`config.mk`:
```
export PLATFORM = sky130hd
export DESIGN_NAME = count_monitor_flat
export DESIGN_NICKNAME = d
export VERILOG_FILES = /design/src/rtl/count_monitor_if.sv /design/src/rtl/count_monitor.sv /design/src/flat_wrapper.sv
export SDC_FILE = /design/constraint.sdc
export NUM_CORES = 1
export LEC_CHECK = 0
export CAP_MARGIN = 20
export CORE_UTILIZATION = 54
export CTS_CLUSTER_SIZE = 25
export DETAILED_ROUTE_END_ITERATION = 8
export DONT_BUFFER_PORTS = 1
export PLACE_DENSITY = 0.74
export SLEW_MARGIN = 20
export SYNTH_ARGS = -nofsm -noshare
export SYNTH_HDL_FRONTEND = slang
export SYNTH_SLANG_ARGS = --single-unit
export TNS_END_PERCENT = 20
```
`constraint.sdc`:
```
create_clock -name clock -period 1.9 [get_ports clock]
set_clock_uncertainty 0.1 [all_clocks]
set_input_delay 0 -clock clock [delete_from_list [all_inputs] [get_ports clock]]
set_output_delay 0 -clock clock [all_outputs]
set_load 0.02 [all_outputs]
```
`src/rtl/count_monitor_if.sv`:
```
// count_monitor_if: bundles the sampled counter value, the error-clear request
// and every monitor result. The master modport is the side that feeds the
// monitor and observes its results. The slave modport is the monitor itself.
interface count_monitor_if #(
    parameter int WRAP_W = 8
);
    logic [3:0]        q_counter;
    logic              clr_err;
    logic              locked;
    logic              wrap_pulse;
    logic [WRAP_W-1:0] wrap_count;
    logic              seq_err;
    logic              err_sticky;
    logic [7:0]        err_count;

    modport master (
        output q_counter, clr_err,
        input  locked, wrap_pulse, wrap_count, seq_err, err_sticky, err_count
    );

    modport slave (
        input  q_counter, clr_err,
        output locked, wrap_pulse, wrap_count, seq_err, err_sticky, err_count
    );
endinterface

```
`src/rtl/count_monitor.sv`:
```
// count_monitor: checks a 4-bit free-running counter stream for the +1 mod 16
// sequence. It locks after LOCK_N consecutive good steps. While locked it
// pulses on each 15->0 wrap and tallies wraps. A sequence break while locked
// pulses seq_err and sets a sticky flag. All outputs are registered, so each
// result appears one cycle after the edge that sampled its cause.
// Optional feature: define COUNT_MONITOR_ERRCNT_EN to build a saturating
// violation counter on err_count. Without the macro, err_count is tied to 0.
module count_monitor #(
    parameter int LOCK_N = 4,
    parameter int WRAP_W = 8
) (
    input  logic           clock,
    input  logic           rst,
    count_monitor_if.slave mon
);
    typedef enum logic [1:0] {SYNC, ACQUIRE, LOCKED} state_t;

    localparam logic [3:0] LOCK_V = 4'(LOCK_N);

    state_t            state, state_nxt;
    logic [3:0]        prev;
    logic [3:0]        prev_inc;
    logic [3:0]        run, run_nxt;
    logic              good;
    logic              violation;
    logic              wrap;

    logic              locked_r;
    logic              wrap_pulse_r;
    logic [WRAP_W-1:0] wrap_count_r;
    logic              seq_err_r;
    logic              err_sticky_r;

    // A held value is not a +1 step, so it counts as a violation too
    assign prev_inc = prev + 4'd1;
    assign good     = (mon.q_counter == prev_inc);

    // Next-state logic and detection of wrap and violation events
    always_comb begin
        state_nxt = state;
        run_nxt   = run;
        violation = 1'b0;
        wrap      = 1'b0;
        case (state)
            SYNC: begin
                // The first sample only seeds prev; it has nothing to compare against
                state_nxt = ACQUIRE;
                run_nxt   = 4'd0;
            end
            ACQUIRE: begin
                if (good) begin
                    run_nxt = run + 4'd1;
                    if (run_nxt == LOCK_V) begin
                        state_nxt = LOCKED;
                    end
                end else begin
                    run_nxt = 4'd0;
                end
            end
            LOCKED: begin
                if (good) begin
                    wrap = (prev == 4'd15);
                end else begin
                    violation = 1'b1;
                    state_nxt = ACQUIRE;
                    run_nxt   = 4'd0;
                end
            end
            default: begin
                state_nxt = SYNC;
                run_nxt   = 4'd0;
            end
        endcase
    end

    // State, sample history and registered results
    always_ff @(posedge clock) begin
        if (rst) begin
            state        <= SYNC;
            prev         <= 4'd0;
            run          <= 4'd0;
            locked_r     <= 1'b0;
            wrap_pulse_r <= 1'b0;
            wrap_count_r <= '0;
            seq_err_r    <= 1'b0;
            err_sticky_r <= 1'b0;
        end else begin
            state        <= state_nxt;
            prev         <= mon.q_counter;
            run          <= run_nxt;
            locked_r     <= (state_nxt == LOCKED);
            wrap_pulse_r <= wrap;
            seq_err_r    <= violation;
            if (wrap) begin
                wrap_count_r <= wrap_count_r + WRAP_W'(1);
            end
            // A new violation outranks a clear request on the same edge
            if (violation) begin
                err_sticky_r <= 1'b1;
            end else if (mon.clr_err) begin
                err_sticky_r <= 1'b0;
            end
        end
    end

    assign mon.locked     = locked_r;
    assign mon.wrap_pulse = wrap_pulse_r;
    assign mon.wrap_count = wrap_count_r;
    assign mon.seq_err    = seq_err_r;
    assign mon.err_sticky = err_sticky_r;

`ifdef COUNT_MONITOR_ERRCNT_EN
    logic [7:0] err_count_r;

    function automatic logic [7:0] sat_inc(input logic [7:0] v);
        return (v == 8'hFF) ? v : v + 8'd1;
    endfunction

    // Saturating violation tally; a violation on a clear edge restarts it at 1
    always_ff @(posedge clock) begin
        if (rst) begin
            err_count_r <= 8'd0;
        end else if (violation) begin
            err_count_r <= mon.clr_err ? 8'd1 : sat_inc(err_count_r);
        end else if (mon.clr_err) begin
            err_count_r <= 8'd0;
        end
    end

    assign mon.err_count = err_count_r;
`else
    assign mon.err_count = 8'd0;
`endif

endmodule

```
`src/flat_wrapper.sv`:
```
// flat-port wrapper written by rule: the top's interface ports become plain ports
module count_monitor_flat 
#(
    parameter int LOCK_N = 4,
    parameter int WRAP_W = 8
)
  (clock, rst, mon_q_counter, mon_clr_err, mon_locked, mon_wrap_pulse, mon_wrap_count, mon_seq_err, mon_err_sticky, mon_err_count);
  count_monitor_if #(.WRAP_W(WRAP_W)) mon_i ();
  input  logic clock;
  input  logic rst;
  input wire logic [$bits(mon_i.q_counter)-1:0] mon_q_counter;
  input wire logic [$bits(mon_i.clr_err)-1:0] mon_clr_err;
  output wire logic [$bits(mon_i.locked)-1:0] mon_locked;
  output wire logic [$bits(mon_i.wrap_pulse)-1:0] mon_wrap_pulse;
  output wire logic [$bits(mon_i.wrap_count)-1:0] mon_wrap_count;
  output wire logic [$bits(mon_i.seq_err)-1:0] mon_seq_err;
  output wire logic [$bits(mon_i.err_sticky)-1:0] mon_err_sticky;
  output wire logic [$bits(mon_i.err_count)-1:0] mon_err_count;
  assign mon_i.q_counter = mon_q_counter;
  assign mon_i.clr_err = mon_clr_err;
  assign mon_locked = mon_i.locked;
  assign mon_wrap_pulse = mon_i.wrap_pulse;
  assign mon_wrap_count = mon_i.wrap_count;
  assign mon_seq_err = mon_i.seq_err;
  assign mon_err_sticky = mon_i.err_sticky;
  assign mon_err_count = mon_i.err_count;
  count_monitor #(.LOCK_N(LOCK_N), .WRAP_W(WRAP_W)) u_core (.clock(clock), .rst(rst), .mon(mon_i));
endmodule
```
==> insert_results.sql <==
INSERT INTO impl_metrics (metric_group, metric, value, unit) VALUES
('cts', 'tritoncts.num_buffers', '3', ''),
('cts', 'clk_latency', '320', 'ps'),
('floorplan', 'die_y', '46.7', 'um'),
('placed_design', 'gpl.final_weighted_congestion', '0.787', ''),
('layout', 'drive_above_1_share', '18.6', '%'),
('placed_design', 'place.detailed.hpwl', '1560', 'um'),
('placed_design', 'buffer_ports.inserted', '0', ''),
('global_route', 'grt_pass1_vias', '828', ''),
('global_route', 'wire_length_of_the_first_global_routing_pass', '3420', 'um'),
('layout', 'layout.cell_area.non_filler', '1320', 'um^2'),
('floorplan', 'core_area', '1800', 'um^2'),
('critical_path', 'timing.rr.start', 'u_core.prev[0]', ''),
('synthesis', 'synth-seq-cells', '22', ''),
('layout', 'area.growth.synth_to_final', '22.4', '%'),
('hold_path', 'holdCritPathClass', 'primary input to flop', ''),
('placed_design', 'detailedPlace.worstSlack', '-16.7', 'ps'),
('critical_path', 'max_stage_delay', '400', 'ps'),
('power', 'max-vdd-ir-drop', '0.505', 'mV'),
('layout', 'layout.cells.most_common_list', '20 x sky130_fd_sc_hd__dfxtp_1, 15 x sky130_fd_sc_hd__nor2_1, 11 x sky130_fd_sc_hd__buf_4', ''),
('floorplan', 'rows', '15', ''),
('critical_path', 'critPathSlowestCell', 'sky130_fd_sc_hd__or4_1', ''),
('critical_path', 'crit_arrival', '2060', 'ps'),
('layout', 'number_of_inserted_diodes', '0', ''),
('detailed_routing', 'antenna_left', '0', ''),
('critical_path', 'worstReg2RegEnd', 'u_core.mon.wrap_count[5]', ''),
('power', 'power.leakage', '0.000515', 'uW'),
('synthesis', 'yosys.cell_types.count', '38', ''),
('power', 'power_density', '701', 'nW/um^2'),
('global_route', 'overflow', '0', ''),
('detailed_routing', 'drt-pass1-iter-count', '4', ''),
('timing', 'post_layout_min_period', '1900', 'ps'),
('synthesis', 'synthesis.area', '1080', 'um^2'),
('critical_path', 'worst-endpoint-required', '2060', 'ps'),
('cts', 'clock_path_buffers', '2', ''),
('cts', 'tritoncts', 'done', ''),
('critical_path', 'maximum_net_fanout_on_the_critical_path', '6', ''),
('detailed_routing', 'drt_iter0_markers', '16', ''),
('synthesis', 'yosys_warnings', '0', ''),
('global_route', 'number_of_antenna_violations_at_the_first_check_in_global_routing', '0', ''),
('critical_path', 'kind_of_end_point_of_the_critical_path', 'flop', ''),
('critical_path', 'criticalPathCategory', 'flop to flop', ''),
('critical_path', 'critical_path.startpoint_type', 'flop', ''),
('cts', 'cts_root_buffer', 'sky130_fd_sc_hd__clkbuf_4', ''),
('timing', 'rsz0062_at_grt', 'true', ''),
('status', 'violations', 'setup timing', ''),
('timing', 'max_freq', '525', 'MHz'),
('global_route', 'grt_usage', '22.8', '%'),
('timing', 'finalHoldViolations', '0', ''),
('detailed_routing', 'via_per_inst', '5.48', ''),
('detailed_routing', 'detailed_route_via_count', '905', ''),
('synthesis', 'yosysSeqAreaShare', '40.9', '%'),
('layout', 'final_nets', '152', ''),
('detailed_routing', 'routed_wire_length_per_instance', '13.5', 'um'),
('floorplan', 'die_area', '2180', 'um^2'),
('timing', 'report.final.setup_viol', '1', ''),
('floorplan', 'design.portCount', '27', ''),
('timing', 'final_max_slew_viol_count', '0', ''),
('cts', 'cts.sinks', '22', ''),
('critical_path', 'ff2ff_setup_slack', '-4', 'ps'),
('cts', 'clk_pin_slew', '130', 'ps'),
('placed_design', 'place_area', '1150', 'um^2'),
('synthesis', 'synthCells', '121', ''),
('critical_path', 'rr_worst_depth', '6', ''),
('timing', 'postLayoutSetupSlackWorst', '-3.77', 'ps'),
('timing', 'fin_crit_sh', '100', '%'),
('floorplan', 'initial_utilization', '59.8', '%'),
('detailed_routing', 'drt_drc_violations_left', '0', ''),
('cts', 'cts_max_level', '1', ''),
('floorplan', 'die-width', '46.7', 'um'),
('status', 'run_status', 'finished with violations', ''),
('detailed_routing', 'drt-total-wl', '2230', 'um'),
('job', 'max-cap-violations', '0', ''),
('critical_path', 'crit_path_start', 'u_core.prev[0]', ''),
('global_route', 'grt_max_degree', '14', ''),
('critical_path', 'timing.critical_path.to', 'u_core.mon.wrap_count[5]', ''),
('synthesis', 'post_synth.cell_area_avg', '8.90', 'um^2'),
('critical_path', 'crit_path_cell_trace', 'ha_4 -> xnor3_1 -> nand3_2 -> or3_4 -> or4_1 -> a21oi_1', ''),
('layout', 'most_common_cell_after_layout_fill_and_taps_aside', 'sky130_fd_sc_hd__dfxtp_1', '');
metal layers:
layer / vias up / share of wire (%) / GRT usage, %
li1: 444 / - / -
met1: 426 / 42 / 24.0
met2: 28 / 51 / 40.6
met3: 7 / 4.1 / 4.71
met4: 0 / 2.4 / 14.3
met5: - / 0 / 0
worst min-delay path by stage:
stage / cells after the start / start / slack [ps] / end
2_1_floorplan: 1 / rst / -40 / u_core.prev[0]
3_3_place_gp: 1 / rst / -30 / u_core.prev[1]
3_5_place_dp: 1 / rst / -30 / u_core.prev[1]
4_1_cts: 5 / mon_q_counter[1] / 20 / u_core.mon.wrap_pulse
5_1_grt: 5 / mon_q_counter[1] / 50 / u_core.mon.wrap_pulse
6_report: 5 / mon_q_counter[1] / 30 / u_core.mon.wrap_pulse
power breakdown:
part	internal [uW]	total [uW]	switching, uW	leakage (uW)
registers	467	474	7.18	0.000179
clock network	213	363	150	0.0000279
logic	41.7	86.7	44.9	0.000308
total	722	924	202	0.000515
flip-flops by register name (all words and copies together) (netlist names):
name and cells:
u_core.mon.locked 1, u_core.mon.seq_err 1, u_core.mon.wrap_count 8, u_core.prev 4, u_core.state 2, u_core.mon.wrap_pulse 1
u_core.run 4, u_core.mon.err_sticky 1
through the flow:
stage | cells | hold slack (ps) | TNS [ps] | utilization (%) | power [uW]
floorplan | 128 | -35.8 | -25.4 | - | 552
global placement | 152 | -34.0 | 0 | 64.0 | 550
detailed placement | 152 | -32.2 | -31.1 | 64.0 | 553
CTS | 164 | 18.7 | 0 | 71.9 | 925
global route | 165 | 48.4 | -191 | 73.2 | 955
finish | 165 | 25.4 | -3.77 | 73.2 | 924
cell families after synthesis:
family | after synthesis | synth area share (%)
simple gates | 52 | 25.8
other cells | 1 | 0.348
flops | 22 | 40.9
buf+inv | 13 | 7.43
compound gates | 20 | 11.3
mux | 2 | 1.97
xor+xnor | 7 | 7.67
fa+ha+maj | 4 | 4.65
what timing repair did:
| item | 4_1_cts | 5_1_grt |
|---|---|---|
| endpoints found under the hold margin | 22 | 0 |
| hold buffers | 8 | 0 |
| resized for setup | 2 | 3 |
| setup buffers | 0 | 1 |
| setup endpoints to repair | 3 | 5 |
| pin swaps | 1 | 1 |
worst max-delay path: cells and delay by family (launching register included):
family | cells | cell delay, ps
and+or+nand+nor | 3 | 860
DFF | 1 | 380
xor gates and xnor gates | 1 | 230
adders and majority gates | 1 | 160
AOI/OAI and AO/OA | 1 | 120
synth_stat cells:
cell / n / area share (%)
sky130_fd_sc_hd__dfxtp_1: 22 / 41
sky130_fd_sc_hd__nor2_1: 15 / 5.2
sky130_fd_sc_hd__a21oi_1: 8 / 3.7
sky130_fd_sc_hd__buf_4: 8 / 5.6
sky130_fd_sc_hd__nor2b_1: 8 / 4.6
sky130_fd_sc_hd__nand2_1: 7 / 2.4
sky130_fd_sc_hd__ha_1: 4 / 4.6
sky130_fd_sc_hd__nand3_1: 4 / 1.9
sky130_fd_sc_hd__nand4_1: 4 / 2.3
sky130_fd_sc_hd__o21ai_0: 4 / 1.9
sky130_fd_sc_hd__nor4_1: 3 / 1.7
sky130_fd_sc_hd__xnor2_1: 3 / 2.4
sky130_fd_sc_hd__a31oi_1: 2 / 1.2
sky130_fd_sc_hd__clkbuf_1: 2 / 0.70
sky130_fd_sc_hd__inv_1: 2 / 0.70
sky130_fd_sc_hd__or3_1: 2 / 1.2
sky130_fd_sc_hd__xor2_1: 2 / 1.6
sky130_fd_sc_hd__a22oi_1: 1 / 0.70
sky130_fd_sc_hd__and2b_2: 1 / 0.81
sky130_fd_sc_hd__and3b_1: 1 / 0.81
sky130_fd_sc_hd__buf_2: 1 / 0.46
sky130_fd_sc_hd__conb_1: 1 / 0.35
sky130_fd_sc_hd__mux2_1: 1 / 1.0
sky130_fd_sc_hd__mux2i_1: 1 / 0.93
sky130_fd_sc_hd__nand2b_1: 1 / 0.58
sky130_fd_sc_hd__nand3_2: 1 / 0.93
sky130_fd_sc_hd__nand4b_1: 1 / 0.81
sky130_fd_sc_hd__nor3_1: 1 / 0.46
sky130_fd_sc_hd__o21ba_1: 1 / 0.93
sky130_fd_sc_hd__o22ai_1: 1 / 0.58
sky130_fd_sc_hd__o31a_1: 1 / 0.81
sky130_fd_sc_hd__o31ai_1: 1 / 0.70
sky130_fd_sc_hd__o41ai_1: 1 / 0.81
sky130_fd_sc_hd__or2_1: 1 / 0.58
sky130_fd_sc_hd__or3_2: 1 / 0.70
sky130_fd_sc_hd__or4_1: 1 / 0.70
sky130_fd_sc_hd__xnor2_2: 1 / 1.5
sky130_fd_sc_hd__xnor3_1: 1 / 2.1
final cells by class:
type	instances	area, um^2
Inverter	2	7.51
Tap cell	25	31.3
Fill cell	147	483
Clock inverter	1	30.0
Sequential cell	22	445
Timing Repair Buffer	19	163
Clock buffer	3	22.5
Multi-Input combinational cell	93	619
Note: power is estimated with default switching activity, not from simulation.
